$ cat config.mk
export PLATFORM = sky130hd
export DESIGN_NAME = mul_hilo_unit
export DESIGN_NICKNAME = d
export VERILOG_FILES = /design/src/rtl/mul_hilo_unit_pkg.sv /design/src/rtl/mul_shift_add_core.sv /design/src/rtl/mul_hilo_unit.sv
export SDC_FILE = /design/constraint.sdc
export NUM_CORES = 1
export LEC_CHECK = 0
export BUFFER_PORTS_ARGS = -buffer_cell sky130_fd_sc_hd__clkbuf_2
export CORE_MARGIN = 2
export CORE_UTILIZATION = 58
export CTS_CLUSTER_SIZE = 12
export DETAILED_ROUTE_END_ITERATION = 8
export PLACE_DENSITY = 0.87
export SLEW_MARGIN = 10
export SYNTH_ARGS = -nofsm -noshare
export SYNTH_HDL_FRONTEND = slang
export SYNTH_SLANG_ARGS = --single-unit
$ cat constraint.sdc
create_clock -name clk_i -period 6.5 [get_ports clk_i]
set_clock_uncertainty 0.05 [all_clocks]
set_input_delay 1.3 -clock clk_i [delete_from_list [all_inputs] [get_ports clk_i]]
set_output_delay 1.3 -clock clk_i [all_outputs]
set_load 0.01 [all_outputs]
$ cat src/rtl/mul_hilo_unit_pkg.sv
// ---------------------------------------------------------------------------
// mul_hilo_unit_pkg
// Shared CPU definitions used by the multiply/HI-LO unit:
//   CPU_WIDTH - datapath width of the core
//   ALU_MUL   - ALU control code that requests a multiply
//   state_t   - multiply unit FSM states
// ---------------------------------------------------------------------------
package mul_hilo_unit_pkg;

   localparam int CPU_WIDTH = 32;

   localparam logic [3:0] ALU_MUL = 4'b1011;

   typedef enum logic [1:0] {
      IDLE = 2'd0,
      RUN  = 2'd1,
      FIX  = 2'd2
   } state_t;

   // EX-stage helper: true when the decoded ALU operation is a multiply.
   function automatic logic is_mul_op(input logic [3:0] alu_ctrl);
      return alu_ctrl == ALU_MUL;
   endfunction

endpackage

$ cat src/rtl/mul_shift_add_core.sv
// ---------------------------------------------------------------------------
// mul_shift_add_core
// Unsigned iterative shift-add multiplier datapath: one multiplier bit per step.
// Ports:
//   clk, rst_n     - clock, asynchronous active-low reset
//   load           - latch operands, clear accumulator and counter
//   step           - perform one shift-add iteration
//   mcand_in       - unsigned multiplicand
//   mplier_in      - unsigned multiplier
//   product        - 2*WIDTH accumulator (valid after WIDTH steps)
//   last_step      - high while the step in progress is the final one
// ---------------------------------------------------------------------------
module mul_shift_add_core #(
   parameter int WIDTH = 32,
   parameter int CNT_W = 6
) (
   input  logic               clk,
   input  logic               rst_n,
   input  logic               load,
   input  logic               step,
   input  logic [WIDTH-1:0]   mcand_in,
   input  logic [WIDTH-1:0]   mplier_in,
   output logic [2*WIDTH-1:0] product,
   output logic               last_step
);

   logic [WIDTH-1:0]   mcand_reg;
   logic [WIDTH-1:0]   mplier_reg;
   logic [2*WIDTH-1:0] acc_reg;
   logic [CNT_W-1:0]   cnt_reg;

   logic [WIDTH:0]     sum;
   logic [2*WIDTH-1:0] acc_next;

   // Upper half plus optional multiplicand; the extra bit is the carry that
   // is shifted back into the accumulator MSB.
   always_comb begin
      sum      = {1'b0, acc_reg[2*WIDTH-1:WIDTH]} +
                 (mplier_reg[0] ? {1'b0, mcand_reg} : {(WIDTH+1){1'b0}});
      acc_next = {sum, acc_reg[WIDTH-1:1]};
   end

   always_ff @(posedge clk or negedge rst_n) begin
      if (!rst_n) begin
         mcand_reg  <= '0;
         mplier_reg <= '0;
         acc_reg    <= '0;
         cnt_reg    <= '0;
      end else if (load) begin
         mcand_reg  <= mcand_in;
         mplier_reg <= mplier_in;
         acc_reg    <= '0;
         cnt_reg    <= '0;
      end else if (step) begin
         acc_reg    <= acc_next;
         mplier_reg <= mplier_reg >> 1;
         cnt_reg    <= cnt_reg + 1'b1;
      end
   end

   assign product   = acc_reg;
   assign last_step = (cnt_reg == CNT_W'(WIDTH - 1));

endmodule

$ cat src/rtl/mul_hilo_unit.sv
// ---------------------------------------------------------------------------
// mul_hilo_unit
// EX-stage multi-cycle multiplier with HI/LO registers (mult/multu,
// mfhi/mflo, mthi/mtlo). Result lands in HI/LO WIDTH+1 edges after start.
// Ports:
//   clk_i      - clock, rising edge
//   rst_i      - asynchronous active-low reset
//   start_i    - multiply request (ALU control = MUL)
//   signed_i   - 1 = mult (signed), 0 = multu
//   src1_i     - multiplicand (rs)
//   src2_i     - multiplier (rt)
//   hi_we_i    - mthi write enable (honoured only when idle)
//   lo_we_i    - mtlo write enable (honoured only when idle)
//   wdata_i    - mthi/mtlo data
//   busy_o     - high while a multiply is in flight (pipeline stall)
//   done_o     - one-cycle pulse when HI/LO receive a product
//   hi_o, lo_o - HI/LO register contents
// ---------------------------------------------------------------------------
module mul_hilo_unit
   import mul_hilo_unit_pkg::*;
#(
   parameter int WIDTH = CPU_WIDTH,
   parameter int CNT_W = 6
) (
   input  logic             clk_i,
   input  logic             rst_i,
   input  logic             start_i,
   input  logic             signed_i,
   input  logic [WIDTH-1:0] src1_i,
   input  logic [WIDTH-1:0] src2_i,
   input  logic             hi_we_i,
   input  logic             lo_we_i,
   input  logic [WIDTH-1:0] wdata_i,
   output logic             busy_o,
   output logic             done_o,
   output logic [WIDTH-1:0] hi_o,
   output logic [WIDTH-1:0] lo_o
);

   state_t             state_reg, state_next;
   logic               busy_reg, busy_next;
   logic               done_reg, done_next;
   logic               neg_reg, neg_next;
   logic [WIDTH-1:0]   hi_reg, hi_next;
   logic [WIDTH-1:0]   lo_reg, lo_next;

   logic               core_load;
   logic               core_step;
   logic [WIDTH-1:0]   mag1;
   logic [WIDTH-1:0]   mag2;
   logic [2*WIDTH-1:0] product;
   logic [2*WIDTH-1:0] fixed_product;
   logic               last_step;

   // Signed operands become magnitudes; the most negative value maps onto
   // 2^(WIDTH-1), which is representable in the unsigned datapath.
   always_comb begin
      mag1 = (signed_i && src1_i[WIDTH-1]) ? -src1_i : src1_i;
      mag2 = (signed_i && src2_i[WIDTH-1]) ? -src2_i : src2_i;
   end

   assign fixed_product = neg_reg ? -product : product;

   mul_shift_add_core #(
      .WIDTH (WIDTH),
      .CNT_W (CNT_W)
   ) u_core (
      .clk       (clk_i),
      .rst_n     (rst_i),
      .load      (core_load),
      .step      (core_step),
      .mcand_in  (mag1),
      .mplier_in (mag2),
      .product   (product),
      .last_step (last_step)
   );

   always_comb begin
      state_next = state_reg;
      done_next  = 1'b0;
      neg_next   = neg_reg;
      hi_next    = hi_reg;
      lo_next    = lo_reg;
      core_load  = 1'b0;
      core_step  = 1'b0;
      case (state_reg)
         IDLE: begin
            // A write in the start cycle still lands; the product overwrites it later.
            if (hi_we_i) hi_next = wdata_i;
            if (lo_we_i) lo_next = wdata_i;
            if (start_i) begin
               core_load  = 1'b1;
               neg_next   = signed_i & (src1_i[WIDTH-1] ^ src2_i[WIDTH-1]);
               state_next = RUN;
            end
         end
         RUN: begin
            core_step = 1'b1;
            if (last_step) state_next = FIX;
         end
         FIX: begin
            {hi_next, lo_next} = fixed_product;
            done_next          = 1'b1;
            state_next         = IDLE;
         end
         default: state_next = IDLE;
      endcase
      busy_next = (state_next != IDLE);
   end

   always_ff @(posedge clk_i or negedge rst_i) begin
      if (!rst_i) begin
         state_reg <= IDLE;
         busy_reg  <= 1'b0;
         done_reg  <= 1'b0;
         neg_reg   <= 1'b0;
         hi_reg    <= '0;
         lo_reg    <= '0;
      end else begin
         state_reg <= state_next;
         busy_reg  <= busy_next;
         done_reg  <= done_next;
         neg_reg   <= neg_next;
         hi_reg    <= hi_next;
         lo_reg    <= lo_next;
      end
   end

   assign busy_o = busy_reg;
   assign done_o = done_reg;
   assign hi_o   = hi_reg;
   assign lo_o   = lo_reg;

endmodule

### Yosys cells after proc, flatten, opt, wreduce, memory -nomap -nowiden

Cells that the tools add are included.

* bits in registers: 203
* bits of input ports: 102
* logic and storage cells: 52

* add/subtract/negate cells: 5
* eq/ne operators: 5
* mux-type cells: 21
* bitwise gates (word level): 2
* reductions and logical operators: 9

Operator list (count)
* $mux 32: 7
* $mux 64: 3
* $pmux 32 s2: 2
* $neg 32->32: 2
* $neg 64->64: 1
* $add 32x33->33: 1
* $mux 6: 2
* $add 6x1->6 const B: 1
* $eq 6x5->1 const B: 1
* $reduce_and 2->1: 3
* $reduce_bool 2->1: 3
* $mux 1: 4
* $mux 2: 2
* $ne 2x2->1 const B: 2
* $pmux 2 s2: 1
* $eq 2x1->1 const B: 1
* $eq 2x2->1 const B: 1
* $logic_and 1x1->1: 2
* $logic_not 2->1: 1
* $and 1x1->1: 1
* $xor 1x1->1: 1

### Depth between registers and ports, before layout

* depth in word-level cells: 4
* mapped depth: 12

### By module

From an unflattened synthesis, not the netlist that was laid out.

* cells, all modules: 1459
* area total of the unflattened synthesis: 13292.7 sq um

By module, submodules not included
* mul_shift_add_core: times used 1, cells each 742, area an instance 7543.5 sq um
* mul_hilo_unit: times used 1, cells each 717, area an instance 5749.3 sq um

### Worst setup path before layout

No wires, ideal clock.

* path type: input port to flip-flop
* start: input src1_i[10]
* end: register u_core.mcand_reg[29]
* setup time: 129 ps
* arrival time: 3263 ps
* required time: 6321 ps
* setup slack: 3058 ps
* cell stages on the path: 7
* path buffers: 0
* cells stage by stage: or4_1 > or4_1 > nor3_1 > nand3b_1 > o31ai_1 > xor2_1 > o21ai_1

* longest elaborated chain between the ends: 2

RTL lines
* start: declaration: RTL line mul_hilo_unit.sv:29 `input logic [WIDTH-1:0] src1_i,`
* $neg 32->32: RTL line mul_hilo_unit.sv:58 `mag1 = (signed_i && src1_i[WIDTH-1]) ? -src1_i : src1_i;`
* $mux 32: RTL line mul_hilo_unit.sv:58
* end signal: assignment: RTL line mul_shift_add_core.sv:50 `mcand_reg <= mcand_in;`
* end: declaration: RTL line mul_shift_add_core.sv:27 `logic [WIDTH-1:0] mcand_reg;`

No other way between the ends.
A chain may end at the register's enable or synchronous reset.

### Worst setup path after layout

* start: register u_core.mplier_reg[0]
* end: register u_core.acc_reg[55], in the netlist u_core.product[55]

* longest elaborated chain between the ends: 4

RTL lines
* start: declaration: RTL line mul_shift_add_core.sv:28 `logic [WIDTH-1:0] mplier_reg;`
* start signal: assignment: RTL line mul_shift_add_core.sv:51 `mplier_reg <= mplier_in;`
* start signal: assignment: RTL line mul_shift_add_core.sv:56 `mplier_reg <= mplier_reg >> 1;`
* $mux 32: RTL line mul_shift_add_core.sv:39 `(mplier_reg[0] ? {1'b0, mcand_reg} : {(WIDTH+1){1'b0}});`
* $add 32x33->33: RTL line mul_shift_add_core.sv:38 `sum = {1'b0, acc_reg[2*WIDTH-1:WIDTH]} +`
* $mux 64: RTL line mul_shift_add_core.sv:54 `end else if (step) begin`
* $mux 64: RTL line mul_shift_add_core.sv:49 `end else if (load) begin`
* end signal: assignment: RTL line mul_shift_add_core.sv:55 `acc_reg <= acc_next;`
* end: declaration: RTL line mul_shift_add_core.sv:29 `logic [2*WIDTH-1:0] acc_reg;`

No other way between the ends. The select of a mux whose other input is x is not followed.

==> key figures <==
CTS
  – Clock buffer depth: 3
  – TritonCTS Buffers: 23
  – Clock root buffer: clkbuf_16
  – Cts hold-fix bufs: 0
  – Post-CTS Resized: 0
  – H-tree Lvls: 1
  – CTS Sinks: 203
  – CTS tree: done
  – Worst-path clk slew: 0.06 ns
  – Clock latency on the worst-skew pair: 0.53 ns
  – Post-CTS Setup Bufs: 0

Setup path
  – Critical Path End Type: flop
  – Crit start category: flop
  – Largest stage delay on the critical path: 0.80 ns
  – Worst setup path class: flop to flop
  – Cells along the critical path: and2_1 > ha_1 > inv_1 > fa_1 > nor2b_1 > o2111ai_1 > a21oi_1 > o41ai_1 > o32ai_1 > xnor2_1 > o21ai_0
  – Worst EP arrival: 4.02 ns
  – Critical path's slowest cell: dfrtp_1
  – Worst Path Buf+Inv: 1
  – Crit path required time: 6.82 ns
  – Crit path max-delay family: compound AO/OA/AOI/OAI gates
  – Max FO, Critical Path: 34
  – Reg2Reg Setup Slack: 2.80 ns

Global route
  – Met2 Usage GRT: 49.8%
  – First-pass GRT wire length: 59.5 mm
  – Initial antenna violation count: 0
  – Met1 GRT Util: 43.7%
  – Number of global-route vias before repair: 11.2k
  – Grt total ovfl: 0
  – All-layer global routing usage: 31.3%
  – Largest net degree at the start of global routing: 77
  – Most Used Layer, Global Route: met2
  – GR met3 Demand/Resource: 4.32%

Drt
  – Routed Antenna Nets: 0
  – Via count: 12.0k
  – Residual DRC: 0
  – DRT Pass-1 Iters: 6
  – DR WL/cell: 20.0 um
  – DR iter-0 viols: 1033
  – Vias/cell: 6.42
  – DRT Wirelength: 37.2 mm

Yosys
  – Syn Nets: 1591
  – Library cells used by synthesis: 75
  – Gate Count Post-Synth: 1452
  – Syn_area_per_cell: 8.78 um2
  – Register area share after synthesis: 39.9%
  – Post-synth ARST share: 100%
  – Synth warnings: 0
  – Number of synthesized register bits: 203
  – Mapped cell area: 0.0127 mm2
  – EDFF count, synth: 0
  – Ys flop type: dfrtp_1

Final layout
  – Filler instances: 1711
  – Fin nets: 1706
  – Diodes inserted: 0
  – Most frequent cells in the layout: dfrtp_1 (203), o21ai_0 (166), clkbuf_2 (166), nand2_1 (161), a21oi_1 (85)
  – Most common cell after layout, fill and taps aside: dfrtp_1
  – Share of cells above drive strength 1: 15.4%
  – Cell Count, Final, Fillers Out: 1862
  – Largest register FFs: 64
  – Area of the multi-input gates: 0.00729 mm2
  – Area Overhead vs Synth: 13.6%
  – Sequential Area: 0.00508 mm2

Status
  – Status: finished, final reports clean

STA
  – RSZ-0062 raised after global routing: false
  – Fmax: 270 MHz
  – Final Critical Period: 3.70 ns
  – Final hold vios: 0
  – PnR worst setup slack: 2.80 ns
  – Final setup viols: 0
  – TNS Setup: 0 ns
  – Max-slew violations: 0
  – Worst-margin pin slew: 0.925 ns
  – Final period util: 56.9%
  – Rel. slew slack: 38.1%

Pwr
  – Cell Pwr Density: 502 mW/mm2
  – Max IR drop VDD: 0.225 mV
  – P_leak: 0.00629 uW

Placement
  – Worst slack at placement: 2.63 ns
  – PortBufs: 167
  – DP HPWL: 27.8 mm
  – Routability cong.: 0.968
  – Inst Count DP: 1822

Hold path
  – Class of the worst hold path: flop to flop

Die
  – Core box area: 0.0217 mm2
  – Die W: 152 um
  – Ports: 168
  – Die H: 152 um
  – Row count: 54
  – Starting density of the core: 58.8%
  – Die area: 0.0232 mm2

Run
  – Max Cap Viol: 0
-- synth_stat cells (all sizes together) (3+ instances only) --
master / number / area (um2)
and3: 7 / 43.8
a211oi: 4 / 30.0
a222oi: 6 / 60.1
clkbuf: 79 / 297
o211ai: 8 / 65.1
mux2i: 15 / 150
nor2: 83 / 312
nand3: 23 / 115
nand4: 16 / 106
a22o: 32 / 280
a21oi: 85 / 425
xnor2: 68 / 596
a221oi: 4 / 35.0
a21o: 15 / 113
inv: 19 / 71.3
and2: 36 / 225
nor3: 26 / 135
dfrtp: 203 / 5080
nand3b: 5 / 37.5
o41ai: 16 / 155
or4: 18 / 151
o22ai: 36 / 225
buf: 10 / 38.8
a211o: 3 / 26.3
or3: 25 / 161
ha: 36 / 450
o21ai: 178 / 891
nand2: 161 / 604
o221ai: 3 / 26.3
a22oi: 32 / 240
a31oi: 15 / 93.8
o21a: 8 / 60.1
xor2: 66 / 578
nor2b: 3 / 18.8
or2: 7 / 43.8
nand2b: 16 / 100
o2111ai: 4 / 35.0
o31ai: 32 / 245
nor4: 18 / 140
nand4b: 3 / 32.5
-- cell families (layout without fill, tap and decap cells) --
logic type | after synthesis | after routing | share of synthesized area [%]
buf+inv | 110 | 240 | 3.25
fa+ha+maj | 37 | 37 | 3.69
simple gates | 452 | 452 | 17.8
mux | 16 | 16 | 1.27
xor+xnor | 134 | 134 | 9.21
compound gates | 500 | 500 | 24.9
flops | 203 | 203 | 39.9
-- report_power, final --
part,switching [uW],internal (uW)
registers,692,1860
logic,2000,1420
clock network,529,763
total,3220,4050
-- metrics by stage --
stage | util, % | instance area [um2] | hold WS [ns] | power (uW)
2_1_floorplan | - | 12700 | 0.388 | 4780
3_3_place_gp | 63.3 | 13700 | 0.405 | 5770
3_5_place_dp | 63.3 | 13700 | 0.414 | 5900
4_1_cts | 66.8 | 14500 | 0.427 | 7220
5_1_grt | 66.8 | 14500 | 0.440 | 7770
6_report | 66.8 | 14500 | 0.424 | 7270
-- path summary, 6_finish.rpt --
check	cells after the start	end	start
max	11	u_core.product[55]	u_core.mplier_reg[0]
min	2	u_core.mcand_reg[5]	u_core.mcand_reg[5]
max reg2reg	11	u_core.product[55]	u_core.mplier_reg[0]
min reg2reg	2	u_core.mcand_reg[5]	u_core.mcand_reg[5]
max in group asynchronous	2	u_core.mplier_reg[13]	rst_i
min in group asynchronous	1	hi_o[14]	rst_i
-- layer usage --
metal | wire length (um) | part of all wire, % | vias up
li1 | - | - | 5596
met1 | 16000 | 43 | 5670
met2 | 16900 | 45 | 606
met3 | 2950 | 7.9 | 89
met4 | 1360 | 3.7 | 0
met5 | 0 | 0 | -
-- worst min-delay path, cell delays in order, from the launching register on --
cell     delay [ns]
dfrtp_1        0.34
nand2_1        0.04
o21ai_0        0.06
-- area by class of cell --
type	instances	share of cell area (%)
multi-input cells	1139	50.3
flip-flops and latches	203	35.1
repair buffers	179	6.45
clock buffers	34	4.67
well taps	280	2.42
inverters	21	0.544
clock inverters	6	0.518
Note: power is estimated with default switching activity, not from simulation.
